`src/rtl/hazard_tracker.sv`:
```
// Hazard tracker: stall and forwarding-select generation from Tuse/Tnew
// records of the E/M/W instructions, plus the mult/div busy counter.
module hazard_tracker #(
  parameter int MULT_CYC = 5,
  parameter int DIV_CYC  = 10
) (
  input  logic       clk,
  input  logic       reset,
  input  logic [1:0] D_Tuse1,
  input  logic [1:0] D_Tuse2,
  input  logic [4:0] D_ReadA1,
  input  logic [4:0] D_ReadA2,
  input  logic [1:0] D_Tnew,
  input  logic [4:0] D_WriteA,
  input  logic       D_IsMD,
  input  logic       E_MDStart,
  input  logic       E_MDIsDiv,
  input  logic       Flush,
  output logic       Stall,
  output logic [1:0] FwdD1,
  output logic [1:0] FwdD2,
  output logic [1:0] FwdE1,
  output logic [1:0] FwdE2,
  output logic       FwdM2,
  output logic       MDBusy
);

  localparam int MAXC = (DIV_CYC > MULT_CYC) ? DIV_CYC : MULT_CYC;
  localparam int CW0  = $clog2(MAXC + 1);
  localparam int CW   = (CW0 < 4) ? 4 : CW0;

  localparam logic [CW-1:0] MULT_LD = CW'(MULT_CYC);
  localparam logic [CW-1:0] DIV_LD  = CW'(DIV_CYC);

  logic [4:0]    e_ra1;
  logic [4:0]    e_ra2;
  logic [4:0]    e_wa;
  logic [1:0]    e_tnew;
  logic [4:0]    m_ra2;
  logic [4:0]    m_wa;
  logic [1:0]    m_tnew;
  logic [4:0]    w_wa;
  logic [CW-1:0] md_cnt;

  function automatic logic [1:0] dec_sat(
    input logic [1:0] t
  );
    return (t == 2'd0) ? 2'd0 : t - 2'd1;
  endfunction

  // A younger producer still computing blocks older forwards.
  function automatic logic [1:0] fwd_d(
    input logic [4:0] ra,
    input logic [4:0] ew,
    input logic [1:0] et,
    input logic [4:0] mw,
    input logic [1:0] mt,
    input logic [4:0] ww
  );
    logic [1:0] sel;
    sel = 2'd0;
    if (ra == 5'd0)
      sel = 2'd0;
    else if (ew == ra)
      sel = (et == 2'd0) ? 2'd1 : 2'd0;
    else if (mw == ra)
      sel = (mt == 2'd0) ? 2'd2 : 2'd0;
    else if (ww == ra)
      sel = 2'd3;
    return sel;
  endfunction

  function automatic logic [1:0] fwd_e(
    input logic [4:0] ra,
    input logic [4:0] mw,
    input logic [1:0] mt,
    input logic [4:0] ww
  );
    logic [1:0] sel;
    sel = 2'd0;
    if (ra == 5'd0)
      sel = 2'd0;
    else if (mw == ra && mt == 2'd0)
      sel = 2'd2;
    else if (ww == ra)
      sel = 2'd3;
    return sel;
  endfunction

  function automatic logic gpr_hz(
    input logic [4:0] ra,
    input logic [1:0] tuse,
    input logic [4:0] ew,
    input logic [1:0] et,
    input logic [4:0] mw,
    input logic [1:0] mt
  );
    logic h;
    h = 1'b0;
    if (ra != 5'd0) begin
      if (ew == ra && et > tuse)
        h = 1'b1;
      if (mw == ra && mt > tuse)
        h = 1'b1;
    end
    return h;
  endfunction

  logic hz1;
  logic hz2;
  logic md_hz;

  always_comb begin
    MDBusy = (md_cnt != '0) | E_MDStart;
    hz1    = gpr_hz(D_ReadA1, D_Tuse1,
                    e_wa, e_tnew, m_wa, m_tnew);
    hz2    = gpr_hz(D_ReadA2, D_Tuse2,
                    e_wa, e_tnew, m_wa, m_tnew);
    md_hz  = D_IsMD & MDBusy;
    Stall  = hz1 | hz2 | md_hz;
  end

  always_comb begin
    FwdD1 = fwd_d(D_ReadA1, e_wa, e_tnew,
                  m_wa, m_tnew, w_wa);
    FwdD2 = fwd_d(D_ReadA2, e_wa, e_tnew,
                  m_wa, m_tnew, w_wa);
    FwdE1 = fwd_e(e_ra1, m_wa, m_tnew, w_wa);
    FwdE2 = fwd_e(e_ra2, m_wa, m_tnew, w_wa);
    FwdM2 = (m_ra2 != 5'd0) && (w_wa == m_ra2);
  end

  always_ff @(posedge clk or posedge reset) begin
    if (reset) begin
      e_ra1  <= '0;
      e_ra2  <= '0;
      e_wa   <= '0;
      e_tnew <= '0;
      m_ra2  <= '0;
      m_wa   <= '0;
      m_tnew <= '0;
      w_wa   <= '0;
    end else if (Flush) begin
      e_ra1  <= '0;
      e_ra2  <= '0;
      e_wa   <= '0;
      e_tnew <= '0;
      m_ra2  <= '0;
      m_wa   <= '0;
      m_tnew <= '0;
      w_wa   <= '0;
    end else begin
      w_wa   <= m_wa;
      m_ra2  <= e_ra2;
      m_wa   <= e_wa;
      m_tnew <= dec_sat(e_tnew);
      if (Stall) begin
        e_ra1  <= '0;
        e_ra2  <= '0;
        e_wa   <= '0;
        e_tnew <= '0;
      end else begin
        e_ra1  <= D_ReadA1;
        e_ra2  <= D_ReadA2;
        e_wa   <= D_WriteA;
        e_tnew <= dec_sat(D_Tnew);
      end
    end
  end

  // Flush leaves an in-flight mult/div running.
  always_ff @(posedge clk or posedge reset) begin
    if (reset)
      md_cnt <= '0;
    else if (E_MDStart)
      md_cnt <= E_MDIsDiv ? DIV_LD : MULT_LD;
    else if (md_cnt != '0)
      md_cnt <= md_cnt - CW'(1);
  end

endmodule

```
`config.mk`:
```
export PLATFORM = sky130hd
export DESIGN_NAME = hazard_tracker
export DESIGN_NICKNAME = d
export VERILOG_FILES = /design/src/rtl/hazard_tracker.sv
export SDC_FILE = /design/constraint.sdc
export NUM_CORES = 1
export LEC_CHECK = 0
export BUFFER_PORTS_ARGS = -buffer_cell sky130_fd_sc_hd__clkbuf_2
export CORE_MARGIN = 1
export CORE_UTILIZATION = 55
export CTS_CLUSTER_DIAMETER = 120
export DETAILED_ROUTE_END_ITERATION = 16
export GPL_ROUTABILITY_DRIVEN = 0
export HOLD_SLACK_MARGIN = 0.1
export PLACE_DENSITY = 0.81
export SETUP_SLACK_MARGIN = 0.4
export SLEW_MARGIN = 20
export SYNTH_ARGS = -nofsm -noshare
export SYNTH_HDL_FRONTEND = slang
export SYNTH_SLANG_ARGS = --single-unit
```
`constraint.sdc`:
```
create_clock -name clk -period 2.3 [get_ports clk]
set_clock_uncertainty 0.15 [all_clocks]
set_input_delay 0.115 -clock clk [delete_from_list [all_inputs] [get_ports clk]]
set_output_delay 0.115 -clock clk [all_outputs]
set_load 0.03 [all_outputs]
```
* Yosys cells after proc, flatten, opt, wreduce, memory -nomap -nowiden
Index checks and enable logic that the tools add are counted.
** Storage, ports and cells
- RAM bits :: 0
- Memories :: 0
- Logic and storage cells :: 89
- Output and inout bits :: 11
- Bits of input ports :: 27
- ROM bits :: 0
- Latch bits :: 0
- Register bits after elaboration :: 38
** Cells by class
- Reduce and logical (&&, ||, !) cells :: 19
- Add/sub/neg operators :: 3
- Multipliers :: 0
- $lt $le $gt $ge :: 4
- Eq/ne operators :: 11
- Multiplexer cells :: 39
- Bitwise logic cells :: 4
- Shifts and indexed selects :: 0
- Divide/modulo/power cells :: 0
** Operator list (count)
- equality test 5 bit :: 11
- 2-to-1 mux 5 bit :: 9
- 2-to-1 mux 2 bit :: 20
- logical NOT 5 bit :: 4
- nonzero test 5 bit :: 3
- 2-to-1 mux 4 bit :: 3
- greater-than comparator 2 bit :: 4
- logical AND 1 bit :: 7
- 2-to-1 mux 1 bit :: 7
- logical NOT 2 bit :: 3
- nonzero test 4 bit :: 1
- subtractor 2 x 1 -> 2 bit (second input constant) :: 2
- subtractor 4 x 1 -> 4 bit (second input constant) :: 1
- OR 1 bit :: 3
- nonzero test 2 bit :: 1
- bitwise AND 1 bit :: 1

* Longest topological paths before layout
- Word-level depth :: 9
- Mapped depth :: 8
- Depth with buffers taken out :: 7

* Least setup slack after synthesis
OpenSTA, ideal clock, no wires.
- Kind :: flip-flop to output port
- From :: reg md_cnt[0]
- To :: out Stall
- Data required time :: 2.035 ns
- Buffers on the path :: 2
- Cell stages (with the launch flop) :: 8
- Arrival :: 1.994 ns
- Setup slack :: 0.041 ns
- Cell sequence :: dfrtp_1 inv_1 ha_1 or4b_1 buf_2 and2_4 buf_6 or3_1
** Between the ends
- Word-level cells in the longest chain between the ends :: 4
** Ends and longest elaborated chain
- from (decl) :: line 43 : logic [CW-1:0] md_cnt;
- from (signal assigned) :: line 176 : md_cnt <= E_MDIsDiv ? DIV_LD : MULT_LD;
- from (signal assigned) :: line 178 : md_cnt <= md_cnt - CW'(1);
- nonzero test 4 bit :: line 114 : MDBusy = (md_cnt != '0) | E_MDStart;
- OR 1 bit :: line 114
- via MDBusy :: line 25 : output logic MDBusy
- bitwise AND 1 bit :: line 119 : md_hz = D_IsMD & MDBusy;
- OR 1 bit :: line 120 : Stall = hz1 | hz2 | md_hz;
- to (decl) :: line 19 : output logic Stall,
The timed path passes the listed nets, and every way through them passes these cells.

* Worst setup path after layout
- From :: reg e_tnew[0]
- To :: out Stall
** Between the ends
- Word-level cells in the longest chain between the ends :: 7
- Elaborated cells on any way between the ends :: 12
- Those cells by class :: 2 x order compare; 6 x mux; 2 x bitwise; 2 x reduce/logical
** Ends and longest elaborated chain
- from (decl) :: line 38 : logic [1:0] e_tnew;
- from (signal assigned) :: line 166 : e_tnew <= dec_sat(D_Tnew);
- greater-than comparator 2 bit :: line 101 : if (ew == ra && et > tuse)
- logical AND 1 bit :: line 101
- 2-to-1 mux 1 bit :: line 101
- 2-to-1 mux 1 bit :: line 103 : if (mw == ra && mt > tuse)
- 2-to-1 mux 1 bit :: line 100 : if (ra != 5'd0) begin
- OR 1 bit * (2 in a row) :: line 120
Every way passes the cells marked *; elsewhere a longest branch is shown, timed or not.

==> out/results.tsv <==
stage	metric	value	unit
status	outcome	complete, but fails checks	
status	failing checks	setup timing	
run	max_cap viols	0	
critical_path	worst reg-to-reg setup slack	-0.01	ns
timing	Final Max Tran Viols	0	
timing	worst-margin pin slew	0.6710	ns
pwr	sw frac	0.3537	
route	Antenna Nets Post-Route	0	
finish	post-route cell area	4000	um2
synthesis	Syn Nets	297	
critical_path	family with the most delay on the worst path	compound AO/OA/AOI/OAI gates	
pwr	Cell Pwr Density	602.6	nW/um2
synthesis	Seq/Total Area, Yosys	0.3704	
clocking	Worst-Skew Late Latency	0.31	ns
synthesis	synth top area cells	dfrtp_1, xnor2_1, xor2_1	
critical_path	WP data required	2.04	ns
critical_path	crit-path most repeated cell	inv_1	
pwr	leakage dissipation	1.775	nW
timing	setup repair after global routing missed its margin	true	
route	Routed WL per cell	28.79	um
timing	Final Hold Vio Count	0	
clocking	Root Buffer	clkbuf_8	
route	DRC viols	0	
route	WL final	11720	um
timing	Final WS setup	-0.1505	ns
global_routing	vias in the first global route	2502	
clocking	Max clock buf depth	2	
route	Initial DRC Count	339	
place	detailed placement HPWL	4016	um
timing	fin crit share	1.065	
pwr	Comb pwr share	0.427	
floorplan	Initial Utilization	0.5816	
synthesis	Yosys reg bits	38	
clocking	CTS Buf Count	5	
floorplan	IO Count	38	
critical_path	critical path class	reg2out	
pwr	register share of total power	0.331	
synthesis	post-synth top area cell	dfrtp_1	
global_routing	initial antenna violation count	0	
pwr	clock share of power	0.242	
route	via count	2798	
place	Post-DP Area	2794	um2
timing	relative slew slack	0.5527	
pwr	switching pwr	852.4	uW
critical_path	Setup crit start kind	register	
synthesis	mean post-synth cell area	9.875	um2
timing	min cycle time layout	2.451	ns
floorplan	Die H	70.33	um
finish	layout cells sized above 1	0.4845	
global_routing	global-route wire length before repair	12620	um
global_routing	total grt overflow	0	
finish	area grow syn2layout	55.80	%
finish	fill count	134	
synthesis	Top FF cell, synth	dfrtp_1	
global_routing	pin count of the biggest net entering global routing	39	
critical_path	CP bufs+invs	3	
clocking	Clock Sinks	38	
finish	n_diodes	0	
clocking	register clock-pin slew on the reported worst setup and hold paths	0.08	ns
pwr	P_int	1.558	mW
synthesis	EDFF count, synth	0	
floorplan	# rows	24	
synthesis	ys async rst share	1.000	
critical_path	CP arrival	2.19	ns
critical_path	Cell Chain, Critical Path	inv_1 -> ha_1 -> inv_1 -> a21oi_1 -> a211o_2 -> o22ai_4 -> or3_4 -> buf_8	
route	via density per instance	6.875	
synthesis	mapped cell area	2567	um2
pwr	Worst VDD drop	0.0006150	V
timing	Final Setup Violations	6	
finish	nets	391	
synthesis	cells after synthesis	260	
worst_hold_path	hold crit path type	in2reg	
synthesis	area fraction of the dominant cell type after synthesis	0.3704	
floorplan	Die X	70.33	um
global_routing	Total GRT Usage	0.3385	
floorplan	total die area	4946	um2
critical_path	critical path endpoint category	output pin	
critical_path	Crit path largest cell delay	0.44	ns
timing	Max Freq	408.1	MHz
clocking	CTS tree	done	
route	DRT Pass-1 Iters	8	
critical_path	crit path max fanout	3	
synthesis	Netlist cell types	42	
clocking	H-tree depth reported by CTS	2	
synthesis	Yosys warning count	0	
timing	worst hold slack	0.1678	ns
floorplan	core area	4414	um2
place	port buffer count	37	
critical_path	CP max-delay cell	dfrtp_1	
==> through the flow <==
| step | util | power (mW) | setup slack [ns] | cells | setup TNS (ns) |
|---|---|---|---|---|---|
| 2_1_floorplan | - | 1.133 | 0.1555 | 260 | 0 |
| 3_3_place_gp | 0.6329 | 1.223 | 0.2182 | 336 | 0 |
| 4_1_cts | 0.7962 | 2.043 | 0.01078 | 396 | 0 |
| 6_report | 0.9062 | 2.410 | -0.1505 | 407 | -0.3632 |
| 3_5_place_dp | 0.6329 | 1.245 | 0.2055 | 336 | 0 |
| 5_1_grt | 0.9062 | 2.445 | -0.2076 | 407 | -0.6115 |
==> worst min-delay path, cell delays in order <==
cell      delay [ns]
clkbuf_2        0.11
inv_1           0.09
o21ai_4         0.21
a21oi_2         0.06
==> power groups by stage <==
stage | Combinational (mW) | Sequential [mW] | Clock [mW]
2_1_floorplan | 0.362 | 0.771 | 0
4_1_cts | 0.711 | 0.778 | 0.555
3_3_place_gp | 0.432 | 0.791 | 0
5_1_grt | 1.04 | 0.800 | 0.602
6_report | 1.03 | 0.798 | 0.582
3_5_place_dp | 0.451 | 0.794 | 0
==> cells in the final DEF (no fill, tap or decap), types with 3 or more instances in the layout <==
cell / n
nor2_2: 3
xnor2_1: 19
a211o_2: 3
nand2b_1: 14
a21oi_1: 5
nand2_1: 7
dfrtp_1: 26
dfrtp_2: 12
buf_4: 35
or4_1: 3
nand3_2: 4
xor2_1: 21
nor4_2: 5
nor3_2: 5
nor4_1: 4
clkbuf_8: 9
inv_1: 10
dlygate4sd3_1: 22
clkbuf_2: 26
nor4_4: 11
nor2_1: 9
buf_6: 13
nor2b_1: 15
ha_1: 8
xor2_2: 6
xnor2_2: 8
==> cells in the mapped netlist (7+ instances only) <==
library cell,count
nor2b_1,15
nand2b_1,14
nand2_1,8
nor3_1,8
nor2_1,10
nor4_1,10
nor4_2,9
a21oi_1,7
ha_1,10
dfrtp_1,38
inv_1,12
xor2_1,28
clkbuf_1,12
xnor2_1,28
==> cells by family after synthesis <==
| logic type | after synthesis | share of synthesized area |
|---|---|---|
| AOI/OAI and AO/OA | 25 | 0.07554 |
| xor gates and xnor gates | 56 | 0.1910 |
| adders and majority gates | 10 | 0.04873 |
| buffers and inverters | 30 | 0.05458 |
| DFF | 38 | 0.3704 |
| muxes | 2 | 0.007798 |
| and+or+nand+nor | 99 | 0.2520 |
==> path summary, 6_finish.rpt <==
kind / startpoint / to / cells after the start
max: e_tnew[0]$_DFF_PP0_ / Stall / 8
min: E_MDStart / md_cnt[3]$_DFFE_PP0N_ / 4
max reg2reg: md_cnt[0]$_DFFE_PP0N_ / md_cnt[2]$_DFFE_PP0N_ / 14
min reg2reg: e_tnew[0]$_DFF_PP0_ / m_tnew[0]$_DFF_PP0_ / 1
max in group asynchronous: reset / w_wa[3]$_DFF_PP0_ / 4
min in group asynchronous: reset / e_wa[1]$_DFF_PP0_ / 4
==> timing repair <==
action | 4_1_cts | 5_1_grt
setup buffers | 30 | 10
setup endpoints to repair | 27 | 32
pin swaps | 16 | 19
hold endpoints to repair | 59 | 0
hold buffers | 22 | 0
cloned | 0 | 1
resized for setup | 46 | 75
==> state kept, by name (all words and copies together), names as in the netlist <==
register and cells:
e_ra1 5, e_ra2 5, e_tnew 2, e_wa 5, m_ra2 5, m_tnew 2, m_wa 5, md_cnt 4
w_wa 5
==> layout make-up <==
type,instances,area [um2],area share
Multi-Input combinational cell,192,1906,0.4764
Timing Repair Buffer,105,909.6,0.2274
Clock buffer,5,68.82,0.01720
Sequential cell,38,965.9,0.2415
Clock inverter,3,40.04,0.01001
Tap cell,52,65.06,0.01627
Inverter,12,45.04,0.01126
==> metal layers <==
metal  up-vias  GRT usage  share of wire
met5         -          0              0
met4         0     0.1867          0.093
met3       117    0.05916           0.12
met2       285     0.5841           0.46
met1      1332     0.3953           0.33
li1       1064          -              -
Note: power is estimated with default switching activity, not from simulation.
